### src/rtl/collision_detect.sv
// Per-frame player/obstacle overlap scanner: fetches each obstacle slot over a
// request/acknowledge port, latches game_over on the first hit and scores clean frames.
module collision_detect #(
  parameter int NUM_OBS     = 4,
  parameter int XW          = 10,
  parameter int YW          = 10,
  parameter int SCOREW      = 16,
  parameter int ACK_TIMEOUT = 15
) (
  input  logic              clk3,
  input  logic              reset,
  input  logic              start,
  input  logic              tick,
  input  logic [XW-1:0]     px,
  input  logic [YW-1:0]     py,
  input  logic [XW-1:0]     pw,
  input  logic [YW-1:0]     ph,
  output logic              obs_req,
  output logic [3:0]        obs_idx,
  input  logic              obs_ack,
  input  logic              obs_active,
  input  logic [XW-1:0]     ox,
  input  logic [YW-1:0]     oy,
  input  logic [XW-1:0]     ow,
  input  logic [YW-1:0]     oh,
  output logic              pause,
  output logic              game_over,
  output logic              frame_done,
  output logic [SCOREW-1:0] score,
  output logic              overrun,
  output logic              fetch_err
);
  localparam logic [2:0] S_IDLE  = 3'd0;
  localparam logic [2:0] S_FETCH = 3'd1;
  localparam logic [2:0] S_CHECK = 3'd2;
  localparam logic [2:0] S_DONE  = 3'd3;
  localparam logic [2:0] S_OVER  = 3'd4;

  localparam int            TW       = $clog2(ACK_TIMEOUT + 1);
  localparam logic [TW-1:0] TMO_LAST = TW'(ACK_TIMEOUT - 1);
  localparam logic [3:0]    IDX_LAST = 4'(NUM_OBS - 1);

  function automatic logic [SCOREW-1:0] sat_inc(input logic [SCOREW-1:0] v);
    return (&v) ? v : v + SCOREW'(1);
  endfunction

  // End coordinates carry one extra bit so x+w never wraps; empty rectangles never hit.
  function automatic logic rect_overlap(
    input logic [XW-1:0] ax, aw, bx, bw,
    input logic [YW-1:0] ay, ah, by, bh
  );
    logic [XW:0] a_xe, b_xe;
    logic [YW:0] a_ye, b_ye;
    a_xe = {1'b0, ax} + {1'b0, aw};
    b_xe = {1'b0, bx} + {1'b0, bw};
    a_ye = {1'b0, ay} + {1'b0, ah};
    b_ye = {1'b0, by} + {1'b0, bh};
    return (aw != '0) && (ah != '0) && (bw != '0) && (bh != '0) &&
           ({1'b0, ax} < b_xe) && ({1'b0, bx} < a_xe) &&
           ({1'b0, ay} < b_ye) && ({1'b0, by} < a_ye);
  endfunction

  logic [2:0]        state_q, state_d;
  logic              req_q, req_d;
  logic [3:0]        idx_q, idx_d;
  logic [TW-1:0]     tmo_q, tmo_d;
  logic              hit_q, hit_d;
  logic              go_q, go_d;
  logic              done_q, done_d;
  logic [SCOREW-1:0] score_q, score_d;
  logic              ovr_q, ovr_d;
  logic              ferr_q, ferr_d;
  logic              start_q;

  logic              pl_ld, ob_ld, act_in;
  logic [XW-1:0]     spx_q, spw_q, sox_q, sow_q;
  logic [YW-1:0]     spy_q, sph_q, soy_q, soh_q;
  logic              act_q;

  always_comb begin
    state_d = state_q;
    req_d   = 1'b0;
    idx_d   = idx_q;
    tmo_d   = '0;
    hit_d   = hit_q;
    go_d    = go_q;
    done_d  = 1'b0;
    score_d = score_q;
    ovr_d   = ovr_q | (tick && (state_q != S_IDLE) && (state_q != S_OVER));
    ferr_d  = ferr_q;
    pl_ld   = 1'b0;
    ob_ld   = 1'b0;
    act_in  = 1'b0;
    case (state_q)
      S_IDLE: begin
        if (start && !start_q) score_d = '0;
        if (tick && start && !go_q) begin
          pl_ld   = 1'b1;
          idx_d   = '0;
          hit_d   = 1'b0;
          req_d   = 1'b1;
          state_d = S_FETCH;
        end
      end
      S_FETCH: begin
        if (!start) begin
          state_d = S_IDLE;
        end else if (obs_ack) begin
          ob_ld   = 1'b1;
          act_in  = obs_active;
          state_d = S_CHECK;
        end else if (tmo_q == TMO_LAST) begin
          // Abandoned slot is scanned as inactive.
          ob_ld   = 1'b1;
          ferr_d  = 1'b1;
          state_d = S_CHECK;
        end else begin
          tmo_d = tmo_q + TW'(1);
          req_d = 1'b1;
        end
      end
      S_CHECK: begin
        if (!start) begin
          state_d = S_IDLE;
        end else begin
          hit_d = hit_q | (act_q && rect_overlap(spx_q, spw_q, sox_q, sow_q,
                                                 spy_q, sph_q, soy_q, soh_q));
          if (idx_q == IDX_LAST) begin
            state_d = S_DONE;
          end else begin
            idx_d   = idx_q + 4'd1;
            req_d   = 1'b1;
            state_d = S_FETCH;
          end
        end
      end
      S_DONE: begin
        done_d = 1'b1;
        if (hit_q) begin
          go_d    = 1'b1;
          state_d = S_OVER;
        end else begin
          score_d = sat_inc(score_q);
          state_d = S_IDLE;
        end
      end
      S_OVER: begin
        if (!start) begin
          go_d    = 1'b0;
          state_d = S_IDLE;
        end
      end
      default: state_d = S_IDLE;
    endcase
  end

  always_ff @(posedge clk3) begin
    if (!reset) begin
      state_q <= S_IDLE;
      req_q   <= 1'b0;
      idx_q   <= '0;
      tmo_q   <= '0;
      hit_q   <= 1'b0;
      go_q    <= 1'b0;
      done_q  <= 1'b0;
      score_q <= '0;
      ovr_q   <= 1'b0;
      ferr_q  <= 1'b0;
      start_q <= 1'b0;
    end else begin
      state_q <= state_d;
      req_q   <= req_d;
      idx_q   <= idx_d;
      tmo_q   <= tmo_d;
      hit_q   <= hit_d;
      go_q    <= go_d;
      done_q  <= done_d;
      score_q <= score_d;
      ovr_q   <= ovr_d;
      ferr_q  <= ferr_d;
      start_q <= start;
    end
  end

  // Player shadow and fetched obstacle are pure data: no reset needed.
  always_ff @(posedge clk3) begin
    if (pl_ld) begin
      spx_q <= px;
      spy_q <= py;
      spw_q <= pw;
      sph_q <= ph;
    end
    if (ob_ld) begin
      act_q <= act_in;
      sox_q <= ox;
      soy_q <= oy;
      sow_q <= ow;
      soh_q <= oh;
    end
  end

  assign obs_req    = req_q;
  assign obs_idx    = idx_q;
  assign game_over  = go_q;
  assign pause      = go_q;
  assign frame_done = done_q;
  assign score      = score_q;
  assign overrun    = ovr_q;
  assign fetch_err  = ferr_q;
endmodule
### config.mk
export PLATFORM = sky130hd
export DESIGN_NAME = collision_detect
export DESIGN_NICKNAME = d
export VERILOG_FILES = /design/src/rtl/collision_detect.sv
export SDC_FILE = /design/constraint.sdc
export NUM_CORES = 1
export LEC_CHECK = 0
export BUFFER_PORTS_ARGS = -buffer_cell sky130_fd_sc_hd__buf_2
export CORE_ASPECT_RATIO = 0.75
export CORE_UTILIZATION = 61
export DETAILED_ROUTE_END_ITERATION = 8
export PLACE_DENSITY = 0.88
export SLEW_MARGIN = 20
export SYNTH_ARGS = -nofsm -noshare
export SYNTH_HDL_FRONTEND = slang
export SYNTH_SLANG_ARGS = --single-unit
### constraint.sdc
create_clock -name clk3 -period 4.79 [get_ports clk3]
set_input_delay 0.7185 -clock clk3 [delete_from_list [all_inputs] [get_ports clk3]]
set_output_delay 0.7185 -clock clk3 [all_outputs]
set_load 0.03 [all_outputs]
Word-level counts from Yosys, hierarchy flattened
Cells that the tools add are included.
- add/sub/neg operators: 7
- $lt $le $gt $ge: 4
- eq/ne operators: 16
- mux-type cells: 36
- bitwise logic cells: 6
- reduce and logical (&&, ||, !) cells: 33
- operator list (operator ; count):
    16-bit 2-to-1 mux ; 3
    10-bit by 10-bit adder with 11-bit output ; 4
    10-bit by 11-bit < comparator with 1-bit output ; 4
    10-bit nonzero test ; 4
    16-bit case mux with 2 select lines ; 1
    3-bit 2-to-1 mux ; 6
    16-bit by 1-bit adder with 16-bit output, second input constant ; 1
    1-bit 2-to-1 mux ; 16
    2-bit != test, second input constant ; 8
    16-bit AND reduction ; 1
    3-bit case mux with 5 select lines ; 1
    1-bit logical AND ; 13
    4-bit 2-to-1 mux ; 3
    3-bit AND reduction ; 4
    4-bit AND reduction ; 3
    4-bit by 1-bit adder with 4-bit output, second input constant ; 2
    4-bit case mux with 2 select lines ; 1
    3-bit by 2-bit equality test with 1-bit output, second input constant ; 2
    2-bit nonzero test ; 3
    5-bit OR reduction ; 1
    4-bit by 2-bit equality test with 1-bit output, second input constant ; 1
    4-bit equality test, second input constant ; 1
    2-bit 2-to-1 mux ; 2
    4-bit != test, second input constant ; 1
    other kinds (10) ; 16
- flip-flop bits (word level): 115
- bits of input ports: 86
- output and inout port bits: 26
- logic and storage cells: 122

Depth between registers and ports, before layout
- depth after elaboration: 12
- mapped depth: 15
- depth with buffers taken out: 15

Worst setup path after synthesis
Ideal clock, no wire load.
- path type: input to register
- start: in start
- end: reg act_q, enable pin
- setup time: 0.439 ns
- arrival time: 2.950 ns
- data required time: 4.351 ns
- path slack: 1.400 ns
- stages on the path: 4
- path buffers: 1
- path through: buf_2 > nor2b_1 > nand2_1 > nor2_1
- word-level cells in the longest chain between the ends: 2
- ends and longest elaborated chain (element ; line ; text):
    start, declared ; 12 ; input logic start,
    1-bit 2-to-1 mux ; 106 ; if (!start) begin
    1-bit 2-to-1 mux ; 94 ; case (state_q)
    net ob_ld ; 75 ; logic pl_ld, ob_ld, act_in;
    end signal, assigned ; 194 ; act_q <= act_in;
    end, declared ; 78 ; logic act_q;
The timed path passes the listed nets, and every way through them passes these cells.
A chain may end at the register's enable or synchronous reset.

Worst setup path in the final report
- start: reg sox_q[0]
- end: reg hit_q
- word-level cells in the longest chain between the ends: 10
- elaborated cells on any way between the ends: 11
- classes of those cells: 1 x add/sub; 2 x order compare; 2 x mux; 1 x bitwise; 5 x reduce/logical
- ends and longest elaborated chain (element ; line ; text):
    start, declared ; 76 ; logic [XW-1:0] spx_q, spw_q, sox_q, sow_q;
    start signal, assigned ; 195 ; sox_q <= ox;
    10-bit by 10-bit adder with 11-bit output ; 55 ; b_xe = {1'b0, bx} + {1'b0, bw};
    10-bit by 11-bit < comparator with 1-bit output ; 59 ; ({1'b0, ax} < b_xe) && ({1'b0, bx} < a_xe) &&
    1-bit logical AND ; 58 ; return (aw != '0) && (ah != '0) && (bw != '0) && (bh != '0) &&
    1-bit logical AND * (2 in series) ; 59 ;
    1-bit logical AND * ; 60 ; ({1'b0, ay} < b_ye) && ({1'b0, by} < a_ye);
    1-bit logical AND * ; 126 ; hit_d = hit_q | (act_q && rect_overlap(spx_q, spw_q, sox_q, sow_q,
    1-bit bitwise OR * ; 126 ;
    1-bit 2-to-1 mux * ; 123 ; if (!start) begin
    1-bit case mux with 2 select lines * ; 94 ;
    end signal, assigned ; 175 ; hit_q <= hit_d;
    end, declared ; 67 ; logic hit_q, hit_d;
Mark *: on every way between the ends. The rest lies on a longest branch, timed or not. The select of a mux whose other input is x is not followed.

==> impl_results.md <==
* Status: completed
* Overflow after GRT at 0
* # Post-CTS Setup Buffers at 0
* Slowest stage cell, crit path: fa_1
* Setup TNS at 0 ps
* Cell Rows at 32
* GRT Overall Usage at between 20% and 30%
* Area Growth Syn to Fin at 20.9%
* Cts hold-fix bufs at 0
* Final setup skew at 10.4 ps
* Vias in the first global route at 4962
* Max cap viols at 0
* CP required at 5100 ps
* Family with the most delay on the worst path: compound AO/OA/AOI/OAI gates
* Crit path max fanout at 3
* Period utilisation layout at 76.5%
* I/O Pins at about 110
* Final wirelength at 14500 um
* Buf/Inv on CP at 0
* Initial detailed-routing violation count at 424
* Worst Hold Margin at 458 ps
* Period minus WS final at between 3000 and 4000 ps
* First-pass GRT wire length at 24100 um
* Proportion of layout cells with a drive suffix above 1 at 21.4%
* Endpoints failing setup at 0
* CTS tree: done
* Register area share after synthesis at 48.1%
* Distinct cells, synth at 56
* Dpl ws at around 1200 ps
* Cells after Synth at 572
* Die area at 11000 um2
* Cell Area, Synth at 6480 um2
* Yosys warns at 0
* Leak Pwr at 3.30 nW
* WL/cell at 17.2 um
* Initial DRT Pass Iterations at 6
* Worst Setup Start Kind: flop
* Clk sink count at 115
* Worst-Margin Slew at 982 ps
* Worst path cell trace: ha_1 -> fa_1 -> a211oi_1 -> nor2_1 -> or4_1 -> a31o_2 -> xnor2_1 -> ha_1 -> a2111oi_0 -> o21ai_0 -> a21oi_1 -> a311oi_1 -> a221oi_1
* WS Path Type: reg -> reg
* Worst-Skew Late Latency at 410 ps
* Initial core utilization at a little over three fifths
* Largest net degree at the start of global routing at 42
* Post-CTS Resized at 0
* Clk pin slew, worst setup/hold paths at approximately 60 ps
* FF+latch count, synth at 115
* Root buffer cell: clkbuf_16
* Initial antenna violation count at 0
* Die Span X at about 120 um
* DRT antenna net count at 0
* Slew HR at 34.4%
* Slew Limit Fails at 0
* Syn Nets at roughly 740
* CP max stage delay at 450 ps
* Final hold vios at 0
* Max Clk Rate at about 270 MHz
* Max rail drop VDD at 0.359 mV
* Placer Congestion at 0.905
* Vias per inst at 5.89
* Core area at between 10000 and 15000 um2
* CTS Buffer Depth at 2
* Power Density at 384 nW/um2
* DP HPWL at around 11000 um
* Crit. End Element: flop
* FF-to-FF setup slack at 1120 ps
* Num CTS Buffers at 17
* Mean Syn Cell Area at 11.3 um2
* CP Data Arrival Time at 3980 ps
* Fill count at 690
* Synth async-reset ratio at 0%
* Ant diodes at 0
* Final net count at 865
* Vias at between 4000 and 5000
* Ys flop type: edfxtp_1
* Number of port buffers at 111
* Die height at roughly 91 um
* RSZ-0062 raised after global routing: no
* Most used cell, CP: ha_1
* Post-synth EDFFs at 81
* Hold WC Path Type: reg -> reg
* H-Tree Depth at 4
* Final worst slack at 1120 ps
* Final core occ at 76.1%
* DRC violations left at 0
## sequential cells by signal, indices dropped and copies added (netlist names)
name,cells
spy_q,10
obs_idx,4
score,16
hit_q,1
sph_q,10
state_q,3
act_q,1
sow_q,10
tmo_q,4
frame_done,1
soh_q,10
soy_q,10
spx_q,10
game_over,1
start_q,1
obs_req,1
sox_q,10
overrun,1
spw_q,10
fetch_err,1
## kinds of logic (layout without fill, tap and decap cells)
| kind of cell | Yosys count | in the layout | synth area share (%) |
|---|---|---|---|
| AOI/OAI and AO/OA | 124 | 124 | 12.7 |
| xor gates and xnor gates | 47 | 47 | 6.36 |
| adders and majority gates | 84 | 84 | 16.7 |
| buffers and inverters | 30 | 165 | 2.07 |
| DFF | 115 | 115 | 48.1 |
| muxes | 4 | 4 | 0.637 |
| and+or+nand+nor | 168 | 168 | 13.5 |
## synthesized netlist by cell type, types with 5 or more instances
cell type   n  area share, %
nand2_1    29            1.7
nor2_1     45            2.6
a21oi_1    30            2.3
nand2b_1    9           0.87
o21ai_0    28            2.2
o21bai_1    8           0.93
nor4_1      8           0.77
a31oi_1     8           0.77
dfxtp_1    34             11
o211ai_1    5           0.58
clkbuf_1    5           0.29
a21o_1      9            1.0
and3_1      6           0.58
xnor2_1    15            2.0
edfxtp_1   81             38
and2_1      6           0.58
nor2b_1    11            1.1
nor3_1      6           0.46
ha_1       80             15
xor2_1     32            4.3
or4_1       7           0.81
nand3_1    17            1.3
inv_1      20            1.2
a211oi_1    9            1.0
nand4_1    10           0.97
o21a_1      6           0.70
## layout make-up
cell class              count  area [um2]  share of cell area, %
multi-input cells         427        3240                   41.4
flip-flops and latches    115        3110                   39.8
repair buffers            114         598                   7.64
clock buffers              22         484                   6.18
well taps                 136         170                   2.17
clock inverters             9         151                   1.93
inverters                  20        75.1                  0.959
## per-layer routing
metal  routed length, um  up-vias  global-route usage, %
li1                    -     2399                      -
met1                6500     2326                   36.5
met2                6830      202                   46.7
met3                 828       41                   6.78
met4                 354        0                   12.6
met5                   0        -                      0
## worst paths after layout
| kind | startpoint | end | cells past startpoint |
|---|---|---|---|
| setup / recovery | sox_q[0] | hit_q | 13 |
| setup reg to reg | sox_q[0] | hit_q | 13 |
| hold reg to reg | overrun | overrun | 1 |
| hold / removal | overrun | overrun | 1 |
## placed cells by master, fill, tap and decap left out, drive strengths merged, types with 6 or more instances in the layout
cell    instances
inv            21
and3            6
nor4            8
o21a            6
a31oi           8
nor3            6
clkbuf         22
o21bai          8
nand2          29
xnor2          15
nor2b          11
a21oi          30
nand3          17
a211oi          9
buf           114
a21o            9
and2            6
nor2           45
dfxtp          34
nand2b          9
ha             80
edfxtp         81
nand4          10
xor2           32
o21ai          28
or4             7
## through the flow
| step | power (mW) | instance area, um2 | std cells |
|---|---|---|---|
| 6_report | 3.01 | 7830 | 843 |
| 5_1_grt | 3.14 | 7830 | 843 |
| 4_1_cts | 3.02 | 7800 | 842 |
| 3_5_place_dp | 1.65 | 7170 | 811 |
| 3_3_place_gp | 1.62 | 7170 | 811 |
| 2_1_floorplan | 1.51 | 6480 | 572 |
## worst reg2reg max path: cells and delay by family (launching register included)
family / cells / cell delay, ps
AO/OA/AOI/OAI: 7 / 1560
XOR/XNOR: 1 / 130
adder cells (fa/ha/maj): 3 / 990
flip-flops: 1 / 410
AND/OR/NAND/NOR: 2 / 470
## where the power goes
| part | internal (mW) | total, mW | switching, mW |
|---|---|---|---|
| Sequential | 1.12 | 1.16 | 0.0390 |
| Combinational | 0.215 | 0.492 | 0.277 |
| Clock | 0.921 | 1.36 | 0.436 |
Note: power is estimated with default switching activity, not from simulation.
